--- src/rtl/anita3_trig_pkg.sv ---
// Shared constants for the ANITA-3 trigger scheduler: source bit indices,
// scheduler states and default sizing.
package anita3_trig_pkg;

  localparam int TRIG_RF   = 0;
  localparam int TRIG_EXT  = 1;
  localparam int TRIG_PPS  = 2;
  localparam int TRIG_SOFT = 3;
  localparam int NUM_SRC   = 4;

  localparam int DEF_NUM_PHI = 16;
  localparam int DEF_NUM_BUF = 4;
  localparam int DEF_HOLDOFF = 32;

  typedef enum logic [1:0] {
    IDLE = 2'd0,
    HOLD = 2'd1,
    FULL = 2'd2
  } sched_state_t;

  // Buffer index width; kept at least one bit wide.
  function automatic int buf_idx_width(input int num_buf);
    return (num_buf > 1) ? $clog2(num_buf) : 1;
  endfunction

endpackage

--- src/rtl/anita3_trigger_scheduler_if.sv ---
// Trigger bus between the scheduler (master) and the event readout (slave),
// including the buffer-release return path.
interface anita3_trigger_scheduler_if
  import anita3_trig_pkg::*;
#(
  parameter int NUM_PHI = DEF_NUM_PHI,
  parameter int NUM_BUF = DEF_NUM_BUF
);
  localparam int BUF_W = buf_idx_width(NUM_BUF);

  logic                 trig_o;
  logic [NUM_SRC-1:0]   trig_type_o;
  logic [BUF_W-1:0]     trig_buf_o;
  logic [2*NUM_PHI-1:0] phi_o;
  logic [31:0]          event_id_o;
  logic                 buf_release_i;

  modport master (
    output trig_o, trig_type_o, trig_buf_o, phi_o, event_id_o,
    input  buf_release_i
  );

  modport slave (
    input  trig_o, trig_type_o, trig_buf_o, phi_o, event_id_o,
    output buf_release_i
  );

endinterface

--- src/rtl/anita3_buffer_credit.sv ---
// Readout buffer credit counter with wrapping buffer pointer; full when no
// credits remain.
module anita3_buffer_credit
  import anita3_trig_pkg::*;
#(
  parameter int NUM_BUF = DEF_NUM_BUF
) (
  input  logic                              clk250_i,
  input  logic                              rst_i,
  input  logic                              take_i,
  input  logic                              release_i,
  output logic [buf_idx_width(NUM_BUF)-1:0] ptr_o,
  output logic                              full_o
);
  localparam int BUF_W  = buf_idx_width(NUM_BUF);
  localparam int CRED_W = $clog2(NUM_BUF + 1);

  logic [CRED_W-1:0] credits_reg, credits_next;
  logic [BUF_W-1:0]  ptr_reg;

  // Release is dropped when every buffer is already free.
  always_comb begin
    credits_next = credits_reg;
    if (take_i && !release_i)
      credits_next = credits_reg - CRED_W'(1);
    else if (!take_i && release_i && credits_reg != CRED_W'(NUM_BUF))
      credits_next = credits_reg + CRED_W'(1);
  end

  always_ff @(posedge clk250_i or posedge rst_i) begin
    if (rst_i) begin
      credits_reg <= CRED_W'(NUM_BUF);
      ptr_reg     <= '0;
    end else begin
      credits_reg <= credits_next;
      if (take_i)
        ptr_reg <= ptr_reg + BUF_W'(1);
    end
  end

  assign ptr_o  = ptr_reg;
  assign full_o = (credits_reg == '0);

endmodule

--- src/rtl/anita3_trigger_scheduler.sv ---
// Merges RF, external, PPS and software triggers into one readout trigger
// stream with holdoff, buffer credits, event IDs and deadtime/loss scalers.
module anita3_trigger_scheduler
  import anita3_trig_pkg::*;
#(
  parameter int NUM_PHI = DEF_NUM_PHI,
  parameter int NUM_BUF = DEF_NUM_BUF,
  parameter int HOLDOFF = DEF_HOLDOFF
) (
  input  logic                       clk250_i,
  input  logic                       rst_i,
  input  logic                       rf_trig_i,
  input  logic [2*NUM_PHI-1:0]       rf_phi_i,
  input  logic                       ext_trig_i,
  input  logic                       pps_trig_i,
  input  logic                       soft_trig_i,
  input  logic [NUM_SRC-1:0]         trig_en_i,
  input  logic                       scal_clr_i,
  anita3_trigger_scheduler_if.master rd_if,
  output logic                       busy_o,
  output logic [15:0]                dead_cnt_o,
  output logic [15:0]                lost_cnt_o
);
  localparam int BUF_W = buf_idx_width(NUM_BUF);

  logic [NUM_SRC-1:0]   src_s1_reg, en_s1_reg, req;
  logic                 rf_s2_reg, rf_edge;
  logic [2*NUM_PHI-1:0] phi_s1_reg, phi_reg;
  sched_state_t         state_reg, state_next;
  logic [7:0]           hold_reg, hold_next;
  logic                 ready, issue, full;
  logic [BUF_W-1:0]     ptr;
  logic                 trig_reg;
  logic [NUM_SRC-1:0]   type_reg;
  logic [BUF_W-1:0]     buf_reg;
  logic [31:0]          event_id_reg;
  logic [15:0]          dead_reg, lost_reg;

  always_ff @(posedge clk250_i or posedge rst_i) begin
    if (rst_i) begin
      src_s1_reg <= '0;
      en_s1_reg  <= '0;
      rf_s2_reg  <= 1'b0;
      phi_s1_reg <= '0;
    end else begin
      src_s1_reg <= {soft_trig_i, pps_trig_i, ext_trig_i, rf_trig_i};
      en_s1_reg  <= trig_en_i;
      rf_s2_reg  <= src_s1_reg[TRIG_RF];
      phi_s1_reg <= rf_phi_i;
    end
  end

  assign rf_edge = src_s1_reg[TRIG_RF] & ~rf_s2_reg & en_s1_reg[TRIG_RF];

  // RF is never queued; the pulsed sources keep a one-deep pending flag.
  for (genvar gi = 0; gi < NUM_SRC; gi++) begin : g_src
    if (gi == TRIG_RF) begin : g_rf
      assign req[gi] = rf_edge;
    end else begin : g_pend
      logic pend_reg;
      always_ff @(posedge clk250_i or posedge rst_i) begin
        if (rst_i)                 pend_reg <= 1'b0;
        else if (!en_s1_reg[gi])   pend_reg <= 1'b0;
        else if (issue)            pend_reg <= 1'b0;
        else if (src_s1_reg[gi])   pend_reg <= 1'b1;
      end
      assign req[gi] = pend_reg | (src_s1_reg[gi] & en_s1_reg[gi]);
    end
  end

  // The last holdoff cycle counts as the first idle cycle, so consecutive
  // triggers are spaced exactly HOLDOFF+1 cycles apart.
  assign ready = ~full & ((state_reg == IDLE) ||
                          (state_reg == HOLD && hold_reg == 8'd0));
  assign issue = ready & (|req);

  always_comb begin
    state_next = state_reg;
    hold_next  = hold_reg;
    case (state_reg)
      IDLE: ;
      HOLD: begin
        if (hold_reg != 8'd0) hold_next  = hold_reg - 8'd1;
        else if (full)        state_next = FULL;
        else                  state_next = IDLE;
      end
      FULL: if (!full) state_next = IDLE;
      default: state_next = IDLE;
    endcase
    if (issue) begin
      state_next = HOLD;
      hold_next  = 8'(HOLDOFF);
    end
  end

  always_ff @(posedge clk250_i or posedge rst_i) begin
    if (rst_i) begin
      state_reg <= IDLE;
      hold_reg  <= '0;
    end else begin
      state_reg <= state_next;
      hold_reg  <= hold_next;
    end
  end

  anita3_buffer_credit #(.NUM_BUF(NUM_BUF)) u_credit (
    .clk250_i  (clk250_i),
    .rst_i     (rst_i),
    .take_i    (issue),
    .release_i (rd_if.buf_release_i),
    .ptr_o     (ptr),
    .full_o    (full)
  );

  always_ff @(posedge clk250_i or posedge rst_i) begin
    if (rst_i) begin
      trig_reg     <= 1'b0;
      type_reg     <= '0;
      buf_reg      <= '0;
      phi_reg      <= '0;
      event_id_reg <= '0;
      dead_reg     <= '0;
      lost_reg     <= '0;
    end else begin
      trig_reg <= issue;
      if (issue) begin
        type_reg     <= req;
        buf_reg      <= ptr;
        phi_reg      <= req[TRIG_RF] ? phi_s1_reg : '0;
        event_id_reg <= event_id_reg + 32'd1;
      end
      if (scal_clr_i)                            dead_reg <= '0;
      else if (busy_o && dead_reg != 16'hFFFF)   dead_reg <= dead_reg + 16'd1;
      if (scal_clr_i)                            lost_reg <= '0;
      else if (rf_edge && !ready && lost_reg != 16'hFFFF)
                                                 lost_reg <= lost_reg + 16'd1;
    end
  end

  assign busy_o           = (state_reg != IDLE);
  assign dead_cnt_o       = dead_reg;
  assign lost_cnt_o       = lost_reg;
  assign rd_if.trig_o      = trig_reg;
  assign rd_if.trig_type_o = type_reg;
  assign rd_if.trig_buf_o  = buf_reg;
  assign rd_if.phi_o       = phi_reg;
  assign rd_if.event_id_o  = event_id_reg;

endmodule
--- src/flat_wrapper.sv ---
// flat-port wrapper written by rule: the top's interface ports become plain ports
module anita3_trigger_scheduler_flat import anita3_trig_pkg::*;
#(
  parameter int NUM_PHI = DEF_NUM_PHI,
  parameter int NUM_BUF = DEF_NUM_BUF,
  parameter int HOLDOFF = DEF_HOLDOFF
)
  (clk250_i, rst_i, rf_trig_i, rf_phi_i, ext_trig_i, pps_trig_i, soft_trig_i, trig_en_i, scal_clr_i, busy_o, dead_cnt_o, lost_cnt_o, rd_if_trig_o, rd_if_trig_type_o, rd_if_trig_buf_o, rd_if_phi_o, rd_if_event_id_o, rd_if_buf_release_i);
  anita3_trigger_scheduler_if #(.NUM_PHI(NUM_PHI), .NUM_BUF(NUM_BUF)) rd_if_i ();
  input  logic clk250_i;
  input  logic rst_i;
  input  logic rf_trig_i;
  input  logic [2*NUM_PHI-1:0] rf_phi_i;
  input  logic ext_trig_i;
  input  logic pps_trig_i;
  input  logic soft_trig_i;
  input  logic [NUM_SRC-1:0] trig_en_i;
  input  logic scal_clr_i;
  output logic busy_o;
  output logic [15:0] dead_cnt_o;
  output logic [15:0] lost_cnt_o;
  output wire logic [$bits(rd_if_i.trig_o)-1:0] rd_if_trig_o;
  output wire logic [$bits(rd_if_i.trig_type_o)-1:0] rd_if_trig_type_o;
  output wire logic [$bits(rd_if_i.trig_buf_o)-1:0] rd_if_trig_buf_o;
  output wire logic [$bits(rd_if_i.phi_o)-1:0] rd_if_phi_o;
  output wire logic [$bits(rd_if_i.event_id_o)-1:0] rd_if_event_id_o;
  input wire logic [$bits(rd_if_i.buf_release_i)-1:0] rd_if_buf_release_i;
  assign rd_if_trig_o = rd_if_i.trig_o;
  assign rd_if_trig_type_o = rd_if_i.trig_type_o;
  assign rd_if_trig_buf_o = rd_if_i.trig_buf_o;
  assign rd_if_phi_o = rd_if_i.phi_o;
  assign rd_if_event_id_o = rd_if_i.event_id_o;
  assign rd_if_i.buf_release_i = rd_if_buf_release_i;
  anita3_trigger_scheduler #(.NUM_PHI(NUM_PHI), .NUM_BUF(NUM_BUF), .HOLDOFF(HOLDOFF)) u_core (.clk250_i(clk250_i), .rst_i(rst_i), .rf_trig_i(rf_trig_i), .rf_phi_i(rf_phi_i), .ext_trig_i(ext_trig_i), .pps_trig_i(pps_trig_i), .soft_trig_i(soft_trig_i), .trig_en_i(trig_en_i), .scal_clr_i(scal_clr_i), .rd_if(rd_if_i), .busy_o(busy_o), .dead_cnt_o(dead_cnt_o), .lost_cnt_o(lost_cnt_o));
endmodule
--- config.mk ---
export PLATFORM = sky130hd
export DESIGN_NAME = anita3_trigger_scheduler_flat
export DESIGN_NICKNAME = d
export VERILOG_FILES = /design/src/rtl/anita3_trig_pkg.sv /design/src/rtl/anita3_trigger_scheduler_if.sv /design/src/rtl/anita3_buffer_credit.sv /design/src/rtl/anita3_trigger_scheduler.sv /design/src/flat_wrapper.sv
export SDC_FILE = /design/constraint.sdc
export NUM_CORES = 1
export LEC_CHECK = 0
export CORE_MARGIN = 2
export CORE_UTILIZATION = 50
export DETAILED_ROUTE_END_ITERATION = 12
export HOLD_SLACK_MARGIN = 0.06
export PLACE_DENSITY_LB_ADDON = 0.2
export SLEW_MARGIN = 20
export SYNTH_ARGS = -nofsm -noshare
export SYNTH_HDL_FRONTEND = slang
export SYNTH_SLANG_ARGS = --single-unit
--- constraint.sdc ---
create_clock -name clk250_i -period 7.71 [get_ports clk250_i]
set_input_delay 1.542 -clock clk250_i [delete_from_list [all_inputs] [get_ports clk250_i]]
set_output_delay 1.542 -clock clk250_i [all_outputs]
set_load 0.02 [all_outputs]
==> flow_summary.ini, run 1 <==
[status]
status = complete, no violations

[timing]
setup_viol = 0
fin_crit_ps = 3340
finalHoldViolations = 0
worst_slew_pin_slew_ps = 1120
finalMaxSlewViolations = 0
min_period_over_period_pct = 43.4
max_clock_freq_mhz = 299
rsz0062_at_grt = false
relSlewSlack_pct = 24.8
layout_setup_ws_ps = 4370
finClkSkew_ps = 8.56
tns_ps = 0

[worst_hold_path]
hold_class = reg -> reg

[cells_and_area]
final_util_pct = 67.6
layout_common_cells = dfrtp_1 (161), clkdlybuf4s50_1 (147), nor2_1 (49)
drive_gt1_share_pct = 9.62
final_common_cell = dfrtp_1
syn2layout_area_growth_pct = 33.4
fin_nets = 765
diodes = 0

[floorplanning]
die_area_um2 = 14200
die_y_um = 119
die_w_um = 119
start_util_pct = 50.6
core_um2 = 13100
ios = 148
rows = 42

[logic_synthesis]
yosysWarnings = 0
ys_types = 55
synth_area_um2 = 6650
synth_seq_cells = 162
synth_nets = 613
ys.flop_type = dfrtp_1
synth.avg_cell_area_um2 = 11.8
synth_top_area_share_pct = 60.6
synth_area_leader_cell = dfrtp_1
netlist_top_cells_area = dfrtp_1 (61%), xnor2_1 (4.3%), a22o_1 (4.2%)
postSynthCellCount = 563
synth_async_sr_flop_share_pct = 100
synth_seq_area_share_pct = 61.0
synth_edf_count = 0

[clocking]
htree_levels = 4
cts.sinks = 162
cts_buffers = 17
post_cts_buffers = 0
cts_hold_buffers = 0
cts_tree = done
root_buffer = clkbuf_16
cts_resized = 0
cts.path.max_buffers = 2
clk_pin_slew_ps = 60
clk_latency_ps = 420

[worst_setup_path]
critPathTopFamily = buffers and inverters
critical_path.max_stage_delay_ps = 560
path_buf_inv = 2
worstPathMaxFanout = 4
cp_slowest_cell = clkdlybuf4s50_1
critPathRequiredTime_ps = 6170
crit_chain = nor2_1, inv_1, clkdlybuf4s50_1
worstPathArrival_ps = 1800
critPathCaptureType = primary output
path_class = reg -> out
cp-start-kind = register

[route]
viasPerCell = 5.39
drtPass1Iterations = 4
drt_wl_total_um = 14700
first_iter_violations = 196
wl_per_cell_um = 16.2
drc = 0
antenna_left = 0
route.vias.total = 4873

[global_route]
grtUsageTotal_pct = 21.8
met1_usage_pct = 28.5
met2_usage_pct = 35.1
grt_pass1_vias = 5013
antenna_found_initial = 0
overflow = 0
top_usage_layer = met2
use_met3_pct = 5.56
grt_pass1_wl_um = 24600
grt_max_degree = 84

[placed_design]
dp_slack_ps = 4070
io_buffers = 147
dp_hpwl_um = 10000
gp_congestion = 0.821

[pwr]
p_total_mw = 2.77
power.density_nw_per_um2 = 313
peakVddDrop_v = 0.000189
p_leak_nw = 3.70

[run]
cap_viol_max_count = 0
-- synth_stat cells (3+ instances only) --
| cell | number |
|---|---|
| nor4_1 | 11 |
| xnor2_1 | 33 |
| dfrtp_1 | 161 |
| or3_1 | 11 |
| nor2b_1 | 4 |
| mux2i_1 | 5 |
| o21ai_0 | 16 |
| nand3_1 | 22 |
| a22o_1 | 32 |
| nand2_1 | 31 |
| inv_1 | 20 |
| and4_1 | 4 |
| nor2_1 | 49 |
| nand4_1 | 20 |
| clkbuf_1 | 11 |
| nor3_2 | 18 |
| xor2_1 | 23 |
| a21oi_1 | 18 |
| nand2b_1 | 5 |
| or4_1 | 3 |
| nor3_1 | 14 |
| ha_1 | 6 |
| buf_2 | 3 |
-- final cells by class --
| type | instances | area [um2] |
|---|---|---|
| Timing Repair Buffer | 151 | 1500 |
| Clock inverter | 13 | 126 |
| Inverter | 21 | 83.8 |
| Sequential cell | 162 | 4060 |
| Clock buffer | 19 | 453 |
| Fill cell | 1011 | 4260 |
| Multi-Input combinational cell | 362 | 2440 |
| Tap cell | 176 | 220 |
-- per-layer routing --
layer	vias up	wire, um
met5	-	0
met2	127	7160
met3	23	742
met1	2413	6480
met4	0	299
li1	2310	-
-- cells by family after synthesis --
| logic type | Yosys count | synth area share [%] |
|---|---|---|
| AOI/OAI and AO/OA | 86 | 9.35 |
| muxes | 7 | 1.09 |
| and+or+nand+nor | 207 | 17.6 |
| adders and majority gates | 6 | 1.13 |
| xor gates and xnor gates | 56 | 7.37 |
| buffers and inverters | 39 | 2.50 |
| DFF | 162 | 61.0 |
-- per-stage QoR --
stage,instances,hold WS [ps],instance area [um2]
after floorplan,563,374,6650
after global placement,872,384,8300
after detailed placement,872,390,8300
after CTS,904,403,8880
after global routing,904,416,8880
final,904,403,8880
-- report_power, final --
part | switching, mW | internal [mW]
combinational | 0.426 | 0.378
sequential | 0.143 | 1.01
clock | 0.346 | 0.466
total | 0.915 | 1.86
-- path summary, 6_finish.rpt --
| check | start | end | slack (ps) | depth (start not counted) |
|---|---|---|---|---|
| worst max-delay path | u_core.state_reg[0] | busy_o | 4370 | 3 |
| worst min-delay path | u_core.src_s1_reg[0] | u_core.rf_s2_reg | 400 | 0 |
| worst max register to register | u_core.hold_reg[0] | u_core.u_credit.credits_reg[1] | 4740 | 11 |
| worst min register to register | u_core.src_s1_reg[0] | u_core.rf_s2_reg | 400 | 0 |
| max in group asynchronous | rst_i | u_core.dead_cnt_o[14] | 4630 | 3 |
| min in group asynchronous | rst_i | u_core.phi_s1_reg[8] | 1630 | 2 |
Note: power is estimated with default switching activity, not from simulation.
==> inputs of run 2 (changes only) <==
- CORE_UTILIZATION: 50 -> 46
- clock period: 7.71 -> 2.7 ns (I/O delays scaled with it)
==> flow_summary.ini, run 2 (same netlist as run 1, synthesis figures left out) <==
[status]
status = complete, no violations

[pwr]
p_leak_nw = 3.75
power.density_nw_per_um2 = 893
peakVddDrop_v = 0.000552

[floorplanning]
die_w_um = 124
core_um2 = 14000
die_y_um = 124
ios = 148
die_area_um2 = 15400
start_util_pct = 47.6
rows = 43

[route]
drt_wl_total_um = 14700
drtPass1Iterations = 4
first_iter_violations = 259
route.vias.total = 4969
viasPerCell = 5.42
antenna_left = 0
wl_per_cell_um = 16.0
drc = 0

[clocking]
cts_hold_buffers = 0
root_buffer = clkbuf_16
cts.sinks = 162
post_cts_buffers = 0
htree_levels = 4
clk_latency_ps = 420
cts_buffers = 17
cts.path.max_buffers = 2
clk_pin_slew_ps = 60
cts_resized = 0
cts_tree = done

[worst_setup_path]
cp_slowest_cell = dfrtp_1
critical_path.max_stage_delay_ps = 410
cp-start-kind = register
cp_common_cell = ha_1
crit_chain = inv_1, ha_1, or3b_4, o21ai_4, nand3_4, inv_2, nand2_1, xnor2_1, ha_1, or3_1, o311a_1
worstPathArrival_ps = 2810
critPathCaptureType = register
path_class = reg -> reg
critPathRequiredTime_ps = 3000
worstPathMaxFanout = 3

[cells_and_area]
diodes = 0
final.fill_count = 1124
final_area_um2 = 8970
layout_common_cells = dfrtp_1 (161), clkdlybuf4s50_1 (147), nor2_1 (49)
final_common_cell = dfrtp_1
fin_nets = 774
drive_gt1_share_pct = 10.4
syn2layout_area_growth_pct = 34.9

[timing]
rsz0062_at_grt = false
min_period_over_period_pct = 93.2
worst_slew_pin_slew_ps = 802
layout_setup_ws_ps = 185
tns_ps = 0
relSlewSlack_pct = 46.0
finClkSkew_ps = 8.06
max_clock_freq_mhz = 398
fin_crit_ps = 2520
finalMaxSlewViolations = 0
setup_viol = 0
finalHoldViolations = 0

[global_route]
grt_max_degree = 127
overflow = 0
grtUsageTotal_pct = 19.5
grt_pass1_vias = 4871
antenna_found_initial = 0
grt_pass1_wl_um = 24300

[placed_design]
dp_slack_ps = 177
dp_hpwl_um = 9900
gp_congestion = 0.835
place_area_um2 = 8390
io_buffers = 147

[run]
cap_viol_max_count = 0

[worst_hold_path]
hold_class = reg -> reg
==> run 2: cell types whose count changed in the layout (fill, tap and decap cells not counted), sizes merged <==
| cell | before | now |
|---|---|---|
| clkbuf | 19 | 22 |
| clkinv | 6 | 5 |
| bufinv | 1 | 2 |
| inv | 24 | 20 |
| buf | 4 | 13 |
| clkinvlp | 3 | 4 |
==> run 2: area by class of cell <==
cell class                      count  area, um2  area share, %
Sequential cell                   162       4060           45.2
Multi-Input combinational cell    362       2450           27.3
Timing Repair Buffer              160       1580           17.6
Clock buffer                       22        474           5.28
Tap cell                          180        225           2.51
Clock inverter                     10        108           1.20
Inverter                           21       82.6          0.920
==> run 2: final timing paths <==
| kind | cells after the start | slack (ps) | startpoint | to |
|---|---|---|---|---|
| max in group asynchronous | 3 | 1530 | rst_i | u_core.rd_if.event_id_o[17] |
| min in group asynchronous | 3 | 640 | rst_i | u_core.rd_if.phi_o[25] |
| hold / removal | 0 | 420 | u_core.src_s1_reg[0] | u_core.rf_s2_reg |
| setup reg to reg | 11 | 180 | u_core.hold_reg[0] | u_core.u_credit.credits_reg[1] |
| setup / recovery | 11 | 180 | u_core.hold_reg[0] | u_core.u_credit.credits_reg[1] |
| hold reg to reg | 0 | 420 | u_core.src_s1_reg[0] | u_core.rf_s2_reg |
==> run 2: per-stage QoR <==
stage               std cells  power, mW  util, %  hold slack, ps
global route              917       8.43     64.2             436
CTS                       917       8.08     64.2             418
global placement          885       5.61     60.0             383
floorplan                 563       4.64        -             374
detailed placement        885       5.69     60.0             401
finish                    917       8.01     64.2             420
==> run 2: metal layers <==
layer | vias to the layer above | global-route usage, % | share of wire [%]
met2 | 136 | 31.2 | 50
met3 | 22 | 5.93 | 5.9
met1 | 2494 | 25.0 | 43
met4 | 0 | 7.87 | 1.9
met5 | - | 0 | 0
li1 | 2317 | - | -
==> run 2: report_power, final <==
part	leakage, nW	internal, mW	total (mW)	switching [mW]
sequential	2.11	2.90	3.29	0.395
clock	0.282	1.43	2.36	0.934
combinational	1.36	1.12	2.36	1.23
==> run 2: worst max-delay path: cells and delay by family, from the launching register on <==
family	cells	cell delay (ps)
and+or+nand+nor	4	910
buffers and inverters	2	160
DFF	1	410
xor gates and xnor gates	1	140
adders and majority gates	2	470
AOI/OAI and AO/OA	2	300
==> inputs of run 3 (changes only) <==
- CTS_CLUSTER_DIAMETER: default -> 60
==> results of run 3 <==
Final layout, timing and power as in run 2 (identical DEF).
